**config.mk**
```make
export PLATFORM = sky130hd
export DESIGN_NAME = train_sensor_frontend
export DESIGN_NICKNAME = d
export VERILOG_FILES = /design/src/rtl/train_sensor_frontend.sv
export SDC_FILE = /design/constraint.sdc
export NUM_CORES = 1
export LEC_CHECK = 0
export CAP_MARGIN = 20
export CORE_ASPECT_RATIO = 0.6
export CORE_MARGIN = 2
export CORE_UTILIZATION = 27
export CTS_CLUSTER_DIAMETER = 80
export DETAILED_ROUTE_END_ITERATION = 10
export GPL_TIMING_DRIVEN = 0
export PLACE_DENSITY_LB_ADDON = 0.3
export RECOVER_POWER = 100
export SETUP_SLACK_MARGIN = 0.2
export SYNTH_ARGS = -nofsm -noshare
export SYNTH_HDL_FRONTEND = slang
export SYNTH_SLANG_ARGS = --single-unit
```
**constraint.sdc**
```tcl
create_clock -name clk -period 1.45 [get_ports clk]
set_input_delay 0.2175 -clock clk [delete_from_list [all_inputs] [get_ports clk]]
set_output_delay 0.2175 -clock clk [all_outputs]
set_load 0.1 [all_outputs]
```
**src/rtl/train_sensor_frontend.sv**
```systemverilog
// Track-sensor front end: sync, debounce and prioritised rise-event issue for four sensors.
// Optional glitch counter output is enabled with SENSOR_GLITCH_CNT_EN.

module train_sensor_lane #(
    parameter int DB_CYCLES = 4
) (
    input  logic clk,
    input  logic rst_n,
    input  logic raw,
    output logic lvl,
    output logic rise
`ifdef SENSOR_GLITCH_CNT_EN
    ,
    output logic glitch
`endif
);
    localparam logic [3:0] DB_LAST = 4'(DB_CYCLES - 1);

    logic       sync1, sync2;
    logic [3:0] cnt;

    always_ff @(posedge clk or negedge rst_n) begin
        if (!rst_n) begin
            sync1 <= 1'b0;
            sync2 <= 1'b0;
            cnt   <= '0;
            lvl   <= 1'b0;
        end else begin
            sync1 <= raw;
            sync2 <= sync1;
            if (sync2 == lvl) begin
                cnt <= '0;
            end else if (cnt == DB_LAST) begin
                lvl <= sync2;
                cnt <= '0;
            end else begin
                cnt <= cnt + 4'd1;
            end
        end
    end

    // High on the edge where lvl is about to go 0->1.
    assign rise = sync2 & ~lvl & (cnt == DB_LAST);

`ifdef SENSOR_GLITCH_CNT_EN
    assign glitch = (sync2 == lvl) && (cnt != '0);
`endif

endmodule

module train_sensor_frontend #(
    parameter int DB_CYCLES = 4
) (
    input  logic       clk,
    input  logic       rst_n,
    input  logic [3:0] raw_sens,
    input  logic       hold,
    input  logic       clr_ovr,
    output logic       a,
    output logic       b,
    output logic       c,
    output logic       d,
    output logic [3:0] sens_lvl,
    output logic [3:0] pending,
    output logic       overrun
`ifdef SENSOR_GLITCH_CNT_EN
    ,
    output logic [7:0] glitch_cnt
`endif
);
    localparam int NUM_LANES = 4;

    logic [NUM_LANES-1:0] rise;
    logic [NUM_LANES-1:0] issue;
    logic                 ovr_set;

`ifdef SENSOR_GLITCH_CNT_EN
    logic [NUM_LANES-1:0] glitch;
    logic [8:0]           g_sum;

    train_sensor_lane #(.DB_CYCLES(DB_CYCLES)) u_lane [NUM_LANES-1:0] (
        .clk    (clk),
        .rst_n  (rst_n),
        .raw    (raw_sens),
        .lvl    (sens_lvl),
        .rise   (rise),
        .glitch (glitch)
    );

    always_comb begin
        g_sum = {1'b0, glitch_cnt};
        for (int i = 0; i < NUM_LANES; i++) g_sum = g_sum + 9'(glitch[i]);
    end

    always_ff @(posedge clk or negedge rst_n) begin
        if (!rst_n)              glitch_cnt <= '0;
        else if (clr_ovr)        glitch_cnt <= '0;
        else if (g_sum > 9'd255) glitch_cnt <= 8'd255;
        else                     glitch_cnt <= g_sum[7:0];
    end
`else
    train_sensor_lane #(.DB_CYCLES(DB_CYCLES)) u_lane [NUM_LANES-1:0] (
        .clk   (clk),
        .rst_n (rst_n),
        .raw   (raw_sens),
        .lvl   (sens_lvl),
        .rise  (rise)
    );
`endif

    // Lowest set bit of pending is the highest-priority sensor (a = bit0).
    assign issue   = hold ? '0 : (pending & (~pending + 4'd1));
    assign ovr_set = |(rise & pending & ~issue);

    always_ff @(posedge clk or negedge rst_n) begin
        if (!rst_n) begin
            pending      <= '0;
            {d, c, b, a} <= '0;
            overrun      <= 1'b0;
        end else begin
            pending      <= (pending & ~issue) | rise;
            {d, c, b, a} <= issue;
            if (ovr_set)      overrun <= 1'b1;
            else if (clr_ovr) overrun <= 1'b0;
        end
    end

endmodule

```
==> flow_metrics.py, run 1 <==
metrics = {
    "cells_and_area": {
        "area_delta_synth_final_pct": 27.6,
        "n_fill_cell": 550,
        "antennaDiodeCount": 0,
        "drive_above_1_share_pct": 28.3,
        "nNetsFinal": 167,
    },
    "pwr": {
        "leakage_nw": 0.877,
        "swShare_pct": 40.8,
        "comb_power_share_pct": 39.5,
        "seqPwrFrac_pct": 38.4,
        "p_int_w": 0.00209,
        "power_density_nw_per_um2": 1820,
        "pwr-share-clk_pct": 22.2,
        "switchingPower_w": 0.00144,
        "irDropWorstVdd_mv": 0.884,
        "design_power_total_w": 0.00352,
    },
    "route": {
        "routed_wl_um": 2850,
        "vias_per_cell": 4.45,
        "wire_per_inst_um": 12.9,
        "drt_pass1_iterations": 4,
        "route.vias.total": 983,
        "drc": 0,
        "met2_length_um": 1360,
        "top_layer_used": "met4",
        "drtIter0Drc": 13,
        "ant_nets": 0,
        "wl_met3_um": 112,
        "m1WireLength_um": 1370,
    },
    "sta": {
        "maxSlewViolCount": 0,
        "hold_violations": 0,
        "max_freq_ghz": 0.725,
        "min_period_ns": 1.38,
        "rsz0062_at_grt": "true",
        "fin_ws_ns": 0.0710,
        "relSlewSlack_pct": 39.3,
        "worstMarginPinSlew_ns": 0.910,
        "finalClockSkew_ns": 0.00385,
        "finalSetupViolCount": 0,
        "finalCritPeriodShare_pct": 95.1,
    },
    "yosys": {
        "ys_seq_area_share_pct": 61.1,
        "synth.distinct_cells": 30,
        "postSynthCellCount": 123,
        "synth_compound_area_share_pct": 7.60,
        "ys_ff_latch": 37,
        "synthAdderAreaFrac_pct": 6.61,
        "synthXorXnorAreaFrac_pct": 2.31,
        "yosysWarnings": 0,
        "netlist_area_um2": 1520,
        "yosys.area_share.simple_pct": 18.1,
        "synthesis.nets": 139,
        "synthMuxAreaShare_pct": 0,
        "synth_top_family_by_area": "simple AND/OR/NAND/NOR gates",
        "syn_avg_cell_area_um2": 12.3,
    },
    "hold_path": {
        "hp-class": "primary input to asynchronous set/reset pin",
    },
    "global_route": {
        "grtUsageTotal_pct": 9.91,
        "grt_pass1_vias": 1002,
        "antenna_found_initial": 0,
        "grt_max_degree": 38,
        "grt_pass1_wl_um": 4690,
        "overflow": 0,
    },
    "placed_design": {
        "gp_congestion": 0.731,
        "numPortBuffers": 19,
        "dp_slack_ns": -0.335,
        "dp_hpwl_um": 1900,
    },
    "worst_setup_path": {
        "cp_max_fo": 4,
        "worst-endpoint-required_ns": 1.60,
        "path_buf_inv": 1,
        "critPathTopFamily": "compound AO/OA/AOI/OAI gates",
        "setup.worst_path.end_class": "flop",
        "cp-start-kind": "flop",
        "slowest_stage": "dfrtp_4",
        "slowest_delay_ns": 0.48,
        "arrival_ns": 1.53,
        "path_class": "flop to flop",
        "cp_cell_sequence": "buf_6, o41a_1, a32oi_1, nand3_1",
    },
    "status": {
        "status": "finished, final reports clean",
    },
    "floorplanning": {
        "ios": 21,
        "die_w_um": 101,
        "die_area_um2": 6250,
        "core-area_um2": 5490,
        "initial_core_util_pct": 27.6,
        "die_y_um": 62.0,
        "num_rows": 21,
    },
    "clock_tree": {
        "htree_levels": 2,
        "numCtsBuffers": 5,
        "clock_sinks": 37,
        "cts.clk_slew.worst_paths_ns": 0.07,
        "insertion_delay_ns": 0.28,
        "root_buffer": "clkbuf_8",
        "clk_path_buf_depth": 2,
        "cts_tree": "built",
    },
    "run": {
        "cap_violations": 0,
    },
}
[through the flow]
stage	hold WS [ns]	setup TNS, ns	instances	util [%]	cell area, µm²
2_1_floorplan	-0.0781	-0.0843	123	-	1540
3_3_place_gp	0.333	-25.77	211	33.1	1820
3_5_place_dp	0.335	-3.53	211	33.0	1810
4_1_cts	0.0598	0	221	35.7	1960
5_1_grt	0.127	0	221	35.2	1930
6_report	0.0579	0	221	35.2	1930
[placed cells by master, fill, tap and decap left out, types with 2 or more instances in the layout]
| cell | instances |
|---|---|
| dfrtp_1 | 34 |
| clkbuf_8 | 7 |
| clkbuf_2 | 7 |
| nor2_1 | 6 |
| nand2_1 | 6 |
| clkbuf_4 | 6 |
| nor2b_1 | 5 |
| nand3_1 | 5 |
| ha_1 | 5 |
| buf_4 | 5 |
| nand3b_1 | 4 |
| nand2b_1 | 4 |
| a21oi_1 | 4 |
| o21ai_0 | 4 |
| xor2_1 | 4 |
| dlygate4sd3_1 | 4 |
| nor3b_1 | 3 |
| nor3_1 | 3 |
| inv_1 | 3 |
| nor4b_2 | 3 |
| inv_2 | 2 |
| nor3b_2 | 2 |
| buf_6 | 2 |
| ha_4 | 2 |
| dfrtp_2 | 2 |
[repair_timing]
action,in CTS,in global routing
setup buffers,2,0
resized for setup,86,17
endpoints found under the setup margin,20,18
pin swaps,6,4
hold buffers,0,0
[power by group through the flow]
stage | combinational [W] | clock (W) | sequential, W
finish | 0.00139 | 0.000780 | 0.00135
global route | 0.00149 | 0.000867 | 0.00138
CTS | 0.00145 | 0.000809 | 0.00135
detailed placement | 0.00136 | 0 | 0.00137
global placement | 0.00134 | 0 | 0.00135
floorplan | 0.000820 | 0 | 0.00158
[final timing paths]
| check | startpoint | to | slack, ns | depth (start not counted) |
|---|---|---|---|---|
| max in group asynchronous | rst_n | pending[0]$_DFF_PN0_ | 0.72 | 1 |
| min in group clk | hold | b$_DFF_PN0_ | 0.13 | 2 |
| setup / recovery | pending[0]$_DFF_PN0_ | overrun$_DFFE_PN0P_ | 0.07 | 4 |
| hold / removal | rst_n | u_lane[2].lvl$_DFFE_PN0P_ | 0.06 | 1 |
| setup reg to reg | pending[0]$_DFF_PN0_ | overrun$_DFFE_PN0P_ | 0.07 | 4 |
| hold reg to reg | u_lane[1].sync1$_DFF_PN0_ | u_lane[1].sync2$_DFF_PN0_ | 0.35 | 0 |
[flip-flops by register name, indices dropped and copies added (netlist names)]
signal        count
a                 1
b                 1
c                 1
d                 1
overrun           1
pending           4
u_lane.cnt       16
u_lane.lvl        4
u_lane.sync1      4
u_lane.sync2      4
[area by class of cell]
type | instances | area [µm²] | area share (%)
flip-flops and latches | 37 | 932 | 48.2
inverters | 5 | 18.8 | 0.971
multi-input cells | 75 | 596 | 30.8
clock buffers | 7 | 96.3 | 4.98
repair buffers | 21 | 146 | 7.57
clock inverters | 1 | 5.00 | 0.259
plain buffers | 6 | 52.6 | 2.72
well taps | 69 | 86.3 | 4.47
[synthesized netlist by cell type, drive strengths merged]
| library cell | number | share of area [%] |
|---|---|---|
| buf | 6 | 3.1 |
| o41a | 1 | 0.74 |
| nor4b | 4 | 2.3 |
| or3 | 1 | 0.41 |
| nor2 | 6 | 1.5 |
| o2111ai | 1 | 0.58 |
| nand3b | 4 | 2.0 |
| a22o | 1 | 0.58 |
| or2 | 1 | 0.41 |
| nand3 | 5 | 1.7 |
| a21o | 1 | 0.50 |
| a21oi | 4 | 1.3 |
| a41oi | 1 | 0.58 |
| ha | 8 | 6.6 |
| a211oi | 1 | 0.50 |
| nor3 | 3 | 0.99 |
| a32oi | 1 | 0.58 |
| and2b | 1 | 0.50 |
| nand2 | 6 | 1.5 |
| dfrtp | 37 | 61 |
| nor3b | 5 | 2.5 |
| nor2b | 5 | 2.1 |
| o21ai | 5 | 1.7 |
| inv | 5 | 1.2 |
| nand2b | 4 | 1.7 |
| nor4bb | 1 | 0.66 |
| o31a | 1 | 0.58 |
| xor2 | 4 | 2.3 |
[worst register-to-register path, stage by stage (launching register included)]
cell	delay (ns)
dfrtp_4	0.48
buf_6	0.13
o41a_1	0.32
a32oi_1	0.23
nand3_1	0.10
[cell families (layout without fill, tap and decap cells)]
group / Yosys count / in the layout
compound gates: 17 / 17
simple gates: 46 / 46
flops: 37 / 37
fa+ha+maj: 8 / 8
xor+xnor: 4 / 4
buf+inv: 11 / 40
[per-layer routing]
layer  GRT usage, %  vias to the layer above
met2           16.7                       14
met4           2.35                        0
li1               -                      482
met3           3.58                        2
met1           12.5                      485
met5              0                        -
Power figures use the tool's default switching activity.
==> run 2, diff against run 1 <==
Settings changed: CORE_UTILIZATION 27 to 50.
==> run 2 against run 1 <==
  * Global-route usage rose by 8.5 points
  * Non-clock buffer count rose by 4
  * Clock power fell by 4.5%
  * Critical endpoint is now u_lane[0].lvl$_DFFE_PN0P_
==> flow_metrics.py, run 2 (same netlist as run 1, synthesis figures left out) <==
metrics = {
    "pwr": {
        "switchingPower_w": 0.00147,
        "seqPwrFrac_pct": 38.0,
        "comb_power_share_pct": 41.0,
        "pwr-share-clk_pct": 21.0,
        "p_int_w": 0.00208,
        "leakage_nw": 0.884,
        "power_density_nw_per_um2": 1850,
        "irDropWorstVdd_mv": 1.00,
        "swShare_pct": 41.3,
    },
    "clock_tree": {
        "cts_tree": "built",
        "clk_path_buf_depth": 2,
        "postCtsHoldBufs": 0,
        "insertion_delay_ns": 0.30,
        "htree_levels": 2,
        "root_buffer": "clkbuf_8",
        "numCtsBuffers": 5,
        "clock_sinks": 37,
        "cts.clk_slew.worst_paths_ns": 0.08,
    },
    "global_route": {
        "grt_pass1_vias": 942,
        "grt_pass1_wl_um": 4370,
        "grtUsageTotal_pct": 18.4,
        "overflow": 0,
        "antenna_found_initial": 0,
        "grt_max_degree": 38,
    },
    "cells_and_area": {
        "regMostFlops": "u_lane.cnt",
        "mostFrequentLayoutCell": "dfrtp_1",
        "n_fill_cell": 221,
        "largest_reg_flops": 16,
        "mostFrequentLayoutCells": "34 x dfrtp_1, 7 x buf_4, 7 x clkbuf_2",
        "nNetsFinal": 171,
        "drive_above_1_share_pct": 26.3,
        "antennaDiodeCount": 0,
        "finalInstanceArea_um2": 1920,
        "area_delta_synth_final_pct": 26.9,
    },
    "worst_setup_path": {
        "path_buf_inv": 1,
        "cp_max_fo": 3,
        "arrival_ns": 1.66,
        "slowest_delay_ns": 0.36,
        "cp-start-kind": "flop",
        "path_class": "flop to flop",
        "setup.worst_path.end_class": "flop",
        "critPathTopFamily": "simple AND/OR/NAND/NOR gates",
        "slowest_stage": "ha_1",
        "worst-endpoint-required_ns": 1.67,
        "cp_cell_sequence": "inv_1, ha_1, nor4b_4, nand2_1, o21ai_1",
    },
    "sta": {
        "rsz0062_at_grt": "true",
        "maxSlewViolCount": 0,
        "hold_violations": 0,
        "relSlewSlack_pct": 40.9,
        "holdWs_ns": 0.0326,
        "finalClockSkew_ns": 0.0168,
        "finalCritPeriodShare_pct": 99.3,
        "finalSetupViolCount": 0,
        "worstMarginPinSlew_ns": 0.887,
        "max_freq_ghz": 0.694,
        "min_period_ns": 1.44,
    },
    "route": {
        "drt_pass1_iterations": 4,
        "ant_nets": 0,
        "drtIter0Drc": 60,
        "drc": 0,
        "routed_wl_um": 2960,
        "vias_per_cell": 5.31,
        "wire_per_inst_um": 14.9,
        "route.vias.total": 1051,
    },
    "floorplanning": {
        "die_y_um": 46.6,
        "ios": 21,
        "die_area_um2": 3500,
        "num_rows": 15,
        "core-area_um2": 2870,
        "die_w_um": 75.1,
        "initial_core_util_pct": 52.8,
    },
    "placed_design": {
        "numPortBuffers": 19,
        "gp_congestion": 0.767,
        "dp_hpwl_um": 1740,
        "placed_cell_area_um2": 1780,
    },
    "hold_path": {
        "hp-class": "primary input to asynchronous set/reset pin",
    },
    "run": {
        "cap_violations": 0,
    },
    "status": {
        "status": "finished, final reports clean",
    },
}
[run 2: cell type report]
cell class | instances | area, µm² | area share [%]
inverter | 5 | 18.8 | 0.976
tap | 42 | 52.6 | 2.73
buffer | 6 | 56.3 | 2.93
sequential | 37 | 932 | 48.5
timing repair buffer | 25 | 171 | 8.91
clock buffer | 8 | 90.1 | 4.68
multi-input combinational | 75 | 602 | 31.3
[run 2: metrics by stage]
| step | std cells | setup TNS [ns] | setup slack (ns) | utilization, % | power [W] |
|---|---|---|---|---|---|
| after detailed placement | 184 | -3.44 | -0.336 | 61.9 | 0.00271 |
| after global routing | 198 | -0.00344 | -0.00344 | 67.0 | 0.00374 |
| after CTS | 195 | 0 | 0.0863 | 66.7 | 0.00354 |
| after global placement | 184 | -27.06 | -0.853 | 62.1 | 0.00268 |
| final | 198 | 0 | 0.0101 | 67.0 | 0.00355 |
| after floorplan | 123 | -0.0843 | -0.0843 | - | 0.00240 |
[run 2: worst paths after layout]
check	start	endpoint	slack, ns	depth (start not counted)
max	u_lane[0].lvl$_DFFE_PN0P_	u_lane[0].lvl$_DFFE_PN0P_	0.01	5
min	rst_n	b$_DFF_PN0_	0.03	1
max reg2reg	u_lane[0].lvl$_DFFE_PN0P_	u_lane[0].lvl$_DFFE_PN0P_	0.01	5
min reg2reg	u_lane[2].sync1$_DFF_PN0_	u_lane[2].sync2$_DFF_PN0_	0.35	0
max in group asynchronous	rst_n	pending[0]$_DFF_PN0_	0.78	1
min in group clk	hold	b$_DFF_PN0_	0.13	2
[run 2: repair_timing]
action	in CTS	in global routing
pin swaps	5	5
resized for setup	84	25
setup endpoints to repair	20	19
setup buffers	3	3
[run 2: worst reg2reg max path, stage by stage, from the launching register on]
cell and delay, ns:
dfrtp_1 0.35, inv_1 0.06, ha_1 0.36, nor4b_4 0.34
nand2_1 0.14, o21ai_1 0.11
[run 2: per-layer routing]
metal,up-vias,share of wire (%),track usage [%]
met2,29,48,27.9
met3,6,5.3,9.19
met5,-,0,0
li1,491,-,-
met1,525,45,23.0
met4,0,1.9,6.43
[run 2: power groups by stage]
stage / Combinational, W / Sequential, W / Clock, W
after floorplan: 0.000820 / 0.00158 / 0
after global placement: 0.00133 / 0.00135 / 0
after detailed placement: 0.00135 / 0.00136 / 0
after CTS: 0.00145 / 0.00134 / 0.000750
after global routing: 0.00155 / 0.00137 / 0.000816
final: 0.00146 / 0.00135 / 0.000745
==> run 3, diff against run 2 <==
Settings changed: REMOVE_ABC_BUFFERS from default to 1.
==> run 3 against run 2 <==
  * Count of clock-buffer cells in the layout is 1 lower
  * Largest power group is now registers
  * Flip-flop and latch count stayed put
  * Critical path depth is 4 lower
  * Register-to-register slack better by 0.14 ns
==> flow_metrics.py, run 3 (same netlist as run 1, synthesis figures left out) <==
metrics = {
    "worst_setup_path": {
        "r2r_cells": 3,
        "cp-start-kind": "flop",
        "arrival_ns": 1.11,
        "slowest_delay_ns": 0.45,
        "path_buf_inv": 1,
        "reg2reg_to": "overrun$_DFFE_PN0P_",
        "rrSetupSlack_ns": 0.15,
        "cp_cell_sequence": "clkbuf_4",
        "r2r-start": "pending[0]$_DFF_PN0_",
        "slowest_stage": "dfrtp_1",
        "cp_max_fo": 7,
        "setup.worst_path.end_class": "output port",
        "worst-endpoint-required_ns": 1.23,
        "critPathTopFamily": "flip-flops",
        "path_class": "flop to output port",
    },
    "global_route": {
        "overflow": 0,
        "grt_max_degree": 38,
        "grt_pass1_wl_um": 4460,
        "grtUsageTotal_pct": 18.9,
        "grt_pass1_vias": 958,
        "antenna_found_initial": 0,
    },
    "route": {
        "ant_nets": 0,
        "wire_per_inst_um": 14.6,
        "drc": 0,
        "drt_pass1_iterations": 4,
        "vias_per_cell": 5.24,
        "route.vias.total": 991,
        "routed_wl_um": 2750,
        "drtIter0Drc": 113,
    },
    "cells_and_area": {
        "area_delta_synth_final_pct": 22.9,
        "multiInputGateArea_um2": 619,
        "antennaDiodeCount": 0,
        "n_fill_cell": 218,
        "mostFrequentLayoutCells": "37 x dfrtp_1, 8 x clkbuf_2, 6 x nor2_1, 6 x nand2_1, 6 x clkbuf_8",
        "regArea_um2": 926,
        "nNetsFinal": 163,
        "finalInstanceArea_um2": 1860,
        "mostFrequentLayoutCell": "dfrtp_1",
        "drive_above_1_share_pct": 23.8,
        "regMostFlops": "u_lane.cnt",
        "largest_reg_flops": 16,
    },
    "floorplanning": {
        "die_w_um": 75.1,
        "num_rows": 15,
        "core-area_um2": 2870,
        "ios": 21,
        "die_y_um": 46.6,
        "die_area_um2": 3500,
        "initial_core_util_pct": 52.8,
    },
    "clock_tree": {
        "root_buffer": "clkbuf_8",
        "cts_tree": "built",
        "htree_levels": 2,
        "cts.clk_slew.worst_paths_ns": 0.07,
        "insertion_delay_ns": 0.29,
        "clk_path_buf_depth": 2,
        "postCtsHoldBufs": 0,
        "numCtsBuffers": 5,
        "clock_sinks": 37,
    },
    "sta": {
        "finalClockSkew_ns": 0.00598,
        "worstMarginPinSlew_ns": 0.874,
        "maxSlewViolCount": 0,
        "finalSetupViolCount": 0,
        "finalCritPeriodShare_pct": 91.8,
        "min_period_ns": 1.33,
        "relSlewSlack_pct": 41.7,
        "max_freq_ghz": 0.751,
        "rsz0062_at_grt": "true",
        "hold_violations": 0,
    },
    "placed_design": {
        "dp_hpwl_um": 1700,
        "placed_cell_area_um2": 1720,
        "numPortBuffers": 20,
        "gp_congestion": 0.758,
    },
    "run": {
        "cap_violations": 0,
    },
    "status": {
        "status": "finished, final reports clean",
    },
    "pwr": {
        "irDropWorstVdd_mv": 0.906,
        "power_density_nw_per_um2": 1820,
        "design_power_total_w": 0.00340,
        "leakage_nw": 0.862,
    },
    "hold_path": {
        "hp-class": "primary input to asynchronous set/reset pin",
    },
}
run 3: cell count changes in the layout (fill, tap and decap cells not counted), moves of 2 or more:
cell / change
buf_2: +3
buf_4: -3
buf_6: -3
clkbuf_1: -4
clkbuf_4: -4
dfrtp_1: +3
dfrtp_2: -2
run 3: worst max-delay path by stage:
stage               cells past startpoint                          to  slack (ns)                      start
floorplan                               4   u_lane[1].lvl$_DFFE_PN0P_       -0.51  u_lane[1].lvl$_DFFE_PN0P_
detailed placement                      1                  pending[0]       -0.44       pending[0]$_DFF_PN0_
finish                                  1                  pending[1]        0.12       pending[1]$_DFF_PN0_
global route                            5         overrun$_DFFE_PN0P_        0.07  u_lane[2].lvl$_DFFE_PN0P_
CTS                                     3         overrun$_DFFE_PN0P_        0.19       pending[2]$_DFF_PN0_
global placement                        1  u_lane[0].cnt[2]$_DFF_PN0_       -0.62                      rst_n
run 3: timing repair:
item,4_1_cts,5_1_grt
setup endpoints to repair,19,13
gates resized for setup,93,9
pin swaps,4,1
setup buffers,3,0
run 3: per-stage QoR:
| step | utilization, % | TNS, ns | worst slack, ns | hold WS [ns] | cells |
|---|---|---|---|---|---|
| CTS | 65.8 | 0 | 0.194 | 0.0429 | 189 |
| finish | 64.8 | 0 | 0.118 | 0.0405 | 189 |
| floorplan | - | -4.97 | -0.511 | -0.0781 | 117 |
| detailed placement | 59.8 | -3.68 | -0.444 | 0.336 | 179 |
| global route | 64.8 | 0 | 0.0696 | 0.109 | 189 |
| global placement | 60.0 | -26.55 | -0.622 | 0.334 | 179 |
run 3: cell type report:
class,instances,share of cell area [%]
Clock buffer,7,4.64
Multi-Input combinational cell,75,33.3
Timing Repair Buffer,23,8.53
Inverter,5,1.01
Sequential cell,37,49.7
Tap cell,42,2.82
run 3: layer usage:
metal	vias up	part of all wire [%]	routed length, µm	global-route usage (%)
li1	472	-	-	-
met1	485	45	1240	22.2
met2	28	48	1310	30.7
met3	6	5.3	147	8.10
met4	0	2.0	55	8.57
met5	-	0	0	0
run 3: power by group:
| part | switching (W) | leakage, nW | internal, W |
|---|---|---|---|
| Combinational | 0.000955 | 0.334 | 0.000382 |
| Clock | 0.000341 | 0.0443 | 0.000377 |
| Sequential | 0.000125 | 0.483 | 0.00122 |
| Total | 0.00142 | 0.862 | 0.00197 |
